$ cat config.mk
export PLATFORM = sky130hd
export DESIGN_NAME = bus_arb
export DESIGN_NICKNAME = d
export VERILOG_FILES = /design/src/rtl/bus_arb_pkg.sv /design/src/rtl/bus_arb_rr_pick.sv /design/src/rtl/bus_arb.sv
export SDC_FILE = /design/constraint.sdc
export NUM_CORES = 1
export LEC_CHECK = 0
export ABC_CLOCK_PERIOD_IN_PS = 3000
export CORE_ASPECT_RATIO = 1.4
export CORE_UTILIZATION = 24
export DETAILED_ROUTE_END_ITERATION = 16
export GPL_TIMING_DRIVEN = 0
export SYNTH_ARGS = -nofsm -noshare
export SYNTH_HDL_FRONTEND = slang
export SYNTH_SLANG_ARGS = --single-unit
$ cat constraint.sdc
create_clock -name clk_i -period 3 [get_ports clk_i]
set_clock_uncertainty 0.2 [all_clocks]
set_input_delay 0.3 -clock clk_i [delete_from_list [all_inputs] [get_ports clk_i]]
set_output_delay 0.3 -clock clk_i [all_outputs]
set_load 0.02 [all_outputs]
$ cat src/rtl/bus_arb_pkg.sv
// Shared types and helpers for the bus_arb round-robin read-bus arbiter.
//   arb_state_t : arbiter state encoding (IDLE, BUS, RESP)
//   idx_width() : width of an index into n items, never less than 1 bit
package bus_arb_pkg;

  typedef enum logic [1:0] {
    ARB_IDLE,
    ARB_BUS,
    ARB_RESP
  } arb_state_t;

  function automatic int unsigned idx_width(input int unsigned n);
    return (n <= 1) ? 1 : $clog2(n);
  endfunction

endpackage

$ cat src/rtl/bus_arb_rr_pick.sv
// rr_pick: combinational round-robin priority selector.
// Searches req upward from (ptr+1) mod N_REQ with wrap and reports the
// first set bit.
//   req       in  N_REQ  request vector
//   ptr       in  IW     index of the most recently served requester
//   win       out IW     winning index (0 when nothing is requested)
//   any_valid out 1      at least one request bit is set
module rr_pick
  import bus_arb_pkg::*;
#(
  parameter int unsigned N_REQ = 4,
  parameter int unsigned IW    = idx_width(N_REQ)
) (
  input  logic [N_REQ-1:0] req,
  input  logic [IW-1:0]    ptr,
  output logic [IW-1:0]    win,
  output logic             any_valid
);

  always_comb begin
    int unsigned k;
    win       = '0;
    any_valid = 1'b0;
    k         = 0;
    // i runs 1..N_REQ so the last candidate checked is ptr itself.
    for (int unsigned i = 1; i <= N_REQ; i++) begin
      k = (32'(ptr) + i) % N_REQ;
      if (!any_valid && req[k]) begin
        win       = IW'(k);
        any_valid = 1'b1;
      end
    end
  end

endmodule

$ cat src/rtl/bus_arb.sv
// bus_arb: round-robin arbiter sharing one read bus among N_REQ requesters.
// One transaction at a time: the winner's address is latched, the bus
// acknowledge is awaited, and the data is returned with a one-cycle pulse.
// Optional macro BUS_ARB_TIMEOUT_EN aborts a transaction after TIMEOUT
// BUS cycles without acknowledge (rsp_err_o=1, rsp_data_o=0).
//   clk_i        in  1              rising-edge clock
//   reset_i      in  1              asynchronous active-high reset
//   req_i        in  N_REQ          per-requester request level
//   req_ad_i     in  N_REQ*AD_LEN   flattened addresses, k at [k*AD_LEN +: AD_LEN]
//   gnt_o        out N_REQ          one-hot grant, high for whole transaction
//   rsp_valid_o  out N_REQ          one-hot one-cycle response pulse
//   rsp_data_o   out BUS_WIDTH      response data, held until next response
//   rsp_err_o    out 1              response was a timeout abort
//   bus_req_o    out 1              bus transaction active
//   bus_ad_o     out AD_LEN         bus address
//   bus_ack_i    in  1              bus has data this cycle
//   bus_data_i   in  BUS_WIDTH      bus read data
//   busy_o       out 1              arbiter not idle
module bus_arb
  import bus_arb_pkg::*;
#(
  parameter int unsigned N_REQ     = 4,
  parameter int unsigned AD_LEN    = 32,
  parameter int unsigned BUS_WIDTH = 32,
  parameter int unsigned TIMEOUT   = 16
) (
  input  logic                    clk_i,
  input  logic                    reset_i,
  input  logic [N_REQ-1:0]        req_i,
  input  logic [N_REQ*AD_LEN-1:0] req_ad_i,
  output logic [N_REQ-1:0]        gnt_o,
  output logic [N_REQ-1:0]        rsp_valid_o,
  output logic [BUS_WIDTH-1:0]    rsp_data_o,
  output logic                    rsp_err_o,
  output logic                    bus_req_o,
  output logic [AD_LEN-1:0]       bus_ad_o,
  input  logic                    bus_ack_i,
  input  logic [BUS_WIDTH-1:0]    bus_data_i,
  output logic                    busy_o
);

  localparam int unsigned IW = idx_width(N_REQ);

  if (N_REQ < 1) begin : g_bad_n_req
    $error("bus_arb: N_REQ must be at least 1");
  end
  if (TIMEOUT < 1) begin : g_bad_timeout
    $error("bus_arb: TIMEOUT must be at least 1");
  end

  arb_state_t        state, state_n;
  logic [IW-1:0]     ptr, idx, win;
  logic              any_req;
  logic [AD_LEN-1:0] win_ad;
  logic [N_REQ-1:0]  win_oh, idx_oh;
  logic              take_ack;
  logic              expire;

  rr_pick #(
    .N_REQ (N_REQ),
    .IW    (IW)
  ) u_pick (
    .req       (req_i),
    .ptr       (ptr),
    .win       (win),
    .any_valid (any_req)
  );

  always_comb begin
    win_ad   = req_ad_i[32'(win)*AD_LEN +: AD_LEN];
    win_oh   = N_REQ'(1) << win;
    idx_oh   = N_REQ'(1) << idx;
    take_ack = (state == ARB_BUS) && bus_ack_i;
  end

`ifdef BUS_ARB_TIMEOUT_EN
  localparam int unsigned CW = idx_width(TIMEOUT);

  logic [CW-1:0] cnt;
  logic          err_q;

  // Ack on the expiry cycle takes precedence over the abort.
  always_comb begin
    expire = (state == ARB_BUS) && !bus_ack_i && (cnt == CW'(TIMEOUT - 1));
  end

  always_ff @(posedge clk_i or posedge reset_i) begin
    if (reset_i) begin
      cnt   <= '0;
      err_q <= 1'b0;
    end else begin
      if (state != ARB_BUS) begin
        cnt <= '0;
      end else if (!bus_ack_i) begin
        cnt <= cnt + CW'(1);
      end
      if (take_ack) begin
        err_q <= 1'b0;
      end else if (expire) begin
        err_q <= 1'b1;
      end
    end
  end

  assign rsp_err_o = err_q;
`else
  always_comb begin
    expire = 1'b0;
  end

  assign rsp_err_o = 1'b0;
`endif

  always_comb begin
    state_n = state;
    case (state)
      ARB_IDLE: if (any_req) state_n = ARB_BUS;
      ARB_BUS:  if (take_ack || expire) state_n = ARB_RESP;
      ARB_RESP: state_n = ARB_IDLE;
      default:  state_n = ARB_IDLE;
    endcase
  end

  always_ff @(posedge clk_i or posedge reset_i) begin
    if (reset_i) begin
      state <= ARB_IDLE;
    end else begin
      state <= state_n;
    end
  end

  // The address is latched straight into bus_ad_o, so later changes on
  // req_ad_i (or a dropped req_i) cannot disturb the transaction.
  always_ff @(posedge clk_i or posedge reset_i) begin
    if (reset_i) begin
      ptr         <= IW'(N_REQ - 1);
      idx         <= '0;
      gnt_o       <= '0;
      rsp_valid_o <= '0;
      rsp_data_o  <= '0;
      bus_req_o   <= 1'b0;
      bus_ad_o    <= '0;
      busy_o      <= 1'b0;
    end else begin
      busy_o      <= (state_n != ARB_IDLE);
      rsp_valid_o <= '0;
      case (state)
        ARB_IDLE: begin
          if (any_req) begin
            idx       <= win;
            bus_ad_o  <= win_ad;
            gnt_o     <= win_oh;
            bus_req_o <= 1'b1;
          end
        end
        ARB_BUS: begin
          if (take_ack || expire) begin
            rsp_valid_o <= idx_oh;
            rsp_data_o  <= take_ack ? bus_data_i : '0;
            gnt_o       <= '0;
            bus_req_o   <= 1'b0;
          end
        end
        ARB_RESP: begin
          ptr <= idx;
        end
        default: ;
      endcase
    end
  end

endmodule

==> out/metrics.yaml <==
outcome:
  run_status: "completed"
die:
  die_h_microns: 159
  core_area_sq_mm: 0.0170
  die_w_microns: 114
  die-area_sq_mm: 0.0180
  ios: 242
  row_count: 56
  initial_utilization_pct: 24.8
placed_design:
  post-place-ws_ps: 65.6
  place_area_sq_mm: 0.00691
  dp.cells: 911
  dp_hpwl_mm: 12.9
  place_congestion: 0.811
  port-buffer-count: 239
logic_synthesis:
  synth_top_cell_by_area: "dfrtp_1"
  synth_top_area_share_pct: 46.5
  ys_types: 38
  syn-instance-count: 439
  synthTopCellsByCount: "nand2_1 (112), dfrtp_1 (78), nor2_1 (37), o21ai_0 (34), o22ai_1 (33)"
  synth_edf_count: 0
  syn-num-nets: 606
  synth_area_sq_mm: 0.00420
  async_flop_share_pct: 100
  yosysMostFrequentCell: "nand2_1"
  yosysWarnings: 0
  synthTopCellsByArea: "dfrtp_1 (46%), a221oi_2 (10%), nand2_1 (10%)"
  yosysSeqAreaShare_pct: 47.7
  synth_flop_cell: "dfrtp_1"
  synth-seq-cells: 80
  synth.avg_cell_area_sq_um: 9.56
final_layout:
  seq_area_sq_mm: 0.00200
  multi_input_area_sq_mm: 0.00198
  nets: 857
  drive_gt1_share_pct: 10.6
  final_area_sq_mm: 0.00724
  finalNonFillerCells: 927
  antenna_cells: 0
  syn_to_final_growth_pct: 72.5
  num-fill-cells: 1726
clock_tree:
  htree_num_levels: 3
  clockRootBuffer: "clkbuf_16"
  cts.path.max_buffers: 2
  insertion_delay_ps: 330
  hold_buffers: 0
  cts_buffers: 9
  clkTransAtPathRegs_ps: 70
  tritoncts: "built"
  post_cts_buffers: 0
  clkSinkCount: 80
  cts.repair.resized: 0
power_and_ir_drop:
  power_density_mw_per_mm2: 868
  finalPower_w: 0.00628
  leakage_nw: 3.08
  ir_drop_uv: 364
critical_path:
  cp.required_ps: 2980
  crit_arrival_ps: 2620
  crit_type: "reg -> reg"
  end_kind: "register"
  cp_max_fo: 10
  start_kind: "register"
grt:
  grt_overflow: 0
  antenna_found_initial: 0
  grt_max_degree: 49
  grt_pass1_vias: 4721
  grtUsageTotal_pct: 18.3
  grt_pass1_wl_mm: 25.3
drt:
  wl_per_cell_microns: 18.0
  post-route-drc-count: 0
  postRouteAntennaNets: 0
  drtIter0Drc: 168
  dr.pass1.iters: 4
  vias: 4386
  wirelength_mm: 16.7
  drt-vias-per-instance: 4.73
sta:
  setup_viol: 0
  fmax_mhz: 380
  slew_headroom_pct: 40.6
  period_share_pct: 87.8
  period_needed_ps: 2630
  drv_slew: 0
  rsz0062_at_grt: "no"
  tightestPinTransition_ps: 892
  timing.final.ws_setup_ps: 365
  final-hold-violation-count: 0
flow_run:
  maxCapViolations: 0
min_path:
  worst_hold_path_type: "in -> async"
sequential cells by signal, indices dropped and copies added, names as in the netlist:
register,cells
rsp_data_o,32
bus_req_o,1
busy_o,1
ptr,2
bus_ad_o,32
rsp_valid_o,4
gnt_o,4
idx,2
state,2
stage by stage:
stage,hold WS (ps),setup TNS [ps],util (%)
finish,140,0,42.7
global route,178,0,42.7
CTS,146,0,42.7
detailed placement,262,0,40.8
global placement,260,-82530,40.6
floorplan,205,0,-
routing by layer:
| layer | track usage [%] | vias up | wire length, microns |
|---|---|---|---|
| met5 | 0 | - | 0 |
| met4 | 5.32 | 0 | 217 |
| met2 | 34.3 | 192 | 8630 |
| met3 | 4.80 | 14 | 1230 |
| met1 | 20.0 | 2117 | 6610 |
| li1 | - | 2063 | - |
layout make-up:
class / instances / share of cell area, %
buffer: 35 / 2.71
clock buffer: 10 / 3.30
clock inverter: 6 / 1.26
inverter: 6 / 0.346
multi-input combinational: 318 / 27.3
sequential: 80 / 27.7
tap: 232 / 4.01
timing repair buffer: 240 / 33.4
power by group:
group / internal [W] / leakage, nW / switching (W) / total, W
clock network: 0.000757 / 0.163 / 0.000461 / 0.00122
registers: 0.00151 / 0.941 / 0.000309 / 0.00182
logic: 0.00149 / 1.97 / 0.00175 / 0.00324
worst max-delay path: stages, from the launching register on:
cell,delay [ps]
dfstp_2,590
nand2b_1,200
a21oi_1,130
nor3_4,500
buf_6,290
mux2i_1,390
o22ai_1,170
path summary, 6_finish.rpt:
path                          startpoint             to  slack, ps  cells after the start
min reg2reg                rsp_data_o[9]  rsp_data_o[9]        270                      2
max reg2reg                       ptr[0]    bus_ad_o[2]        370                      6
max in group asynchronous        reset_i         ptr[0]       1810                      3
min                              reset_i    bus_ad_o[5]        140                      2
min in group clk_i         rsp_data_o[9]  rsp_data_o[9]        270                      2
max                               ptr[0]    bus_ad_o[2]        370                      6
cells in the final DEF, fill, tap and decap left out, types with 2 or more instances in the layout:
master           synthesis  layout
nand2b_1                 4       4
buf_6                    6       6
clkbuf_16                0       9
dfrtp_1                 78      78
o22ai_1                 33      33
a21oi_1                  5       5
bufinv_16                0       2
clkdlybuf4s50_1          0     239
o21ai_0                 34      34
dfstp_2                  2       2
mux2i_1                 32      32
nor3_1                   2       2
mux2_2                   2       2
clkinv_4                 0       2
o21ai_1                  4       4
inv_1                    5       4
nand3_1                  4       4
a221oi_2                28      28
clkbuf_1                15      15
buf_4                    2       2
nand2_1                112     112
buf_1                    2       2
nor3_2                   2       2
buf_2                   10      10
a221oi_1                 4       4
nor2_1                  37      37
cell families (layout without fill, tap and decap cells):
kind of cell	after synthesis	after routing	synth area share [%]
other cells	1	1	0.0893
compound gates	113	113	21.9
simple gates	170	170	16.9
buf+inv	41	297	5.21
flops	80	80	47.7
mux	34	34	8.16
No activity file was read; power rests on OpenSTA's default activity.
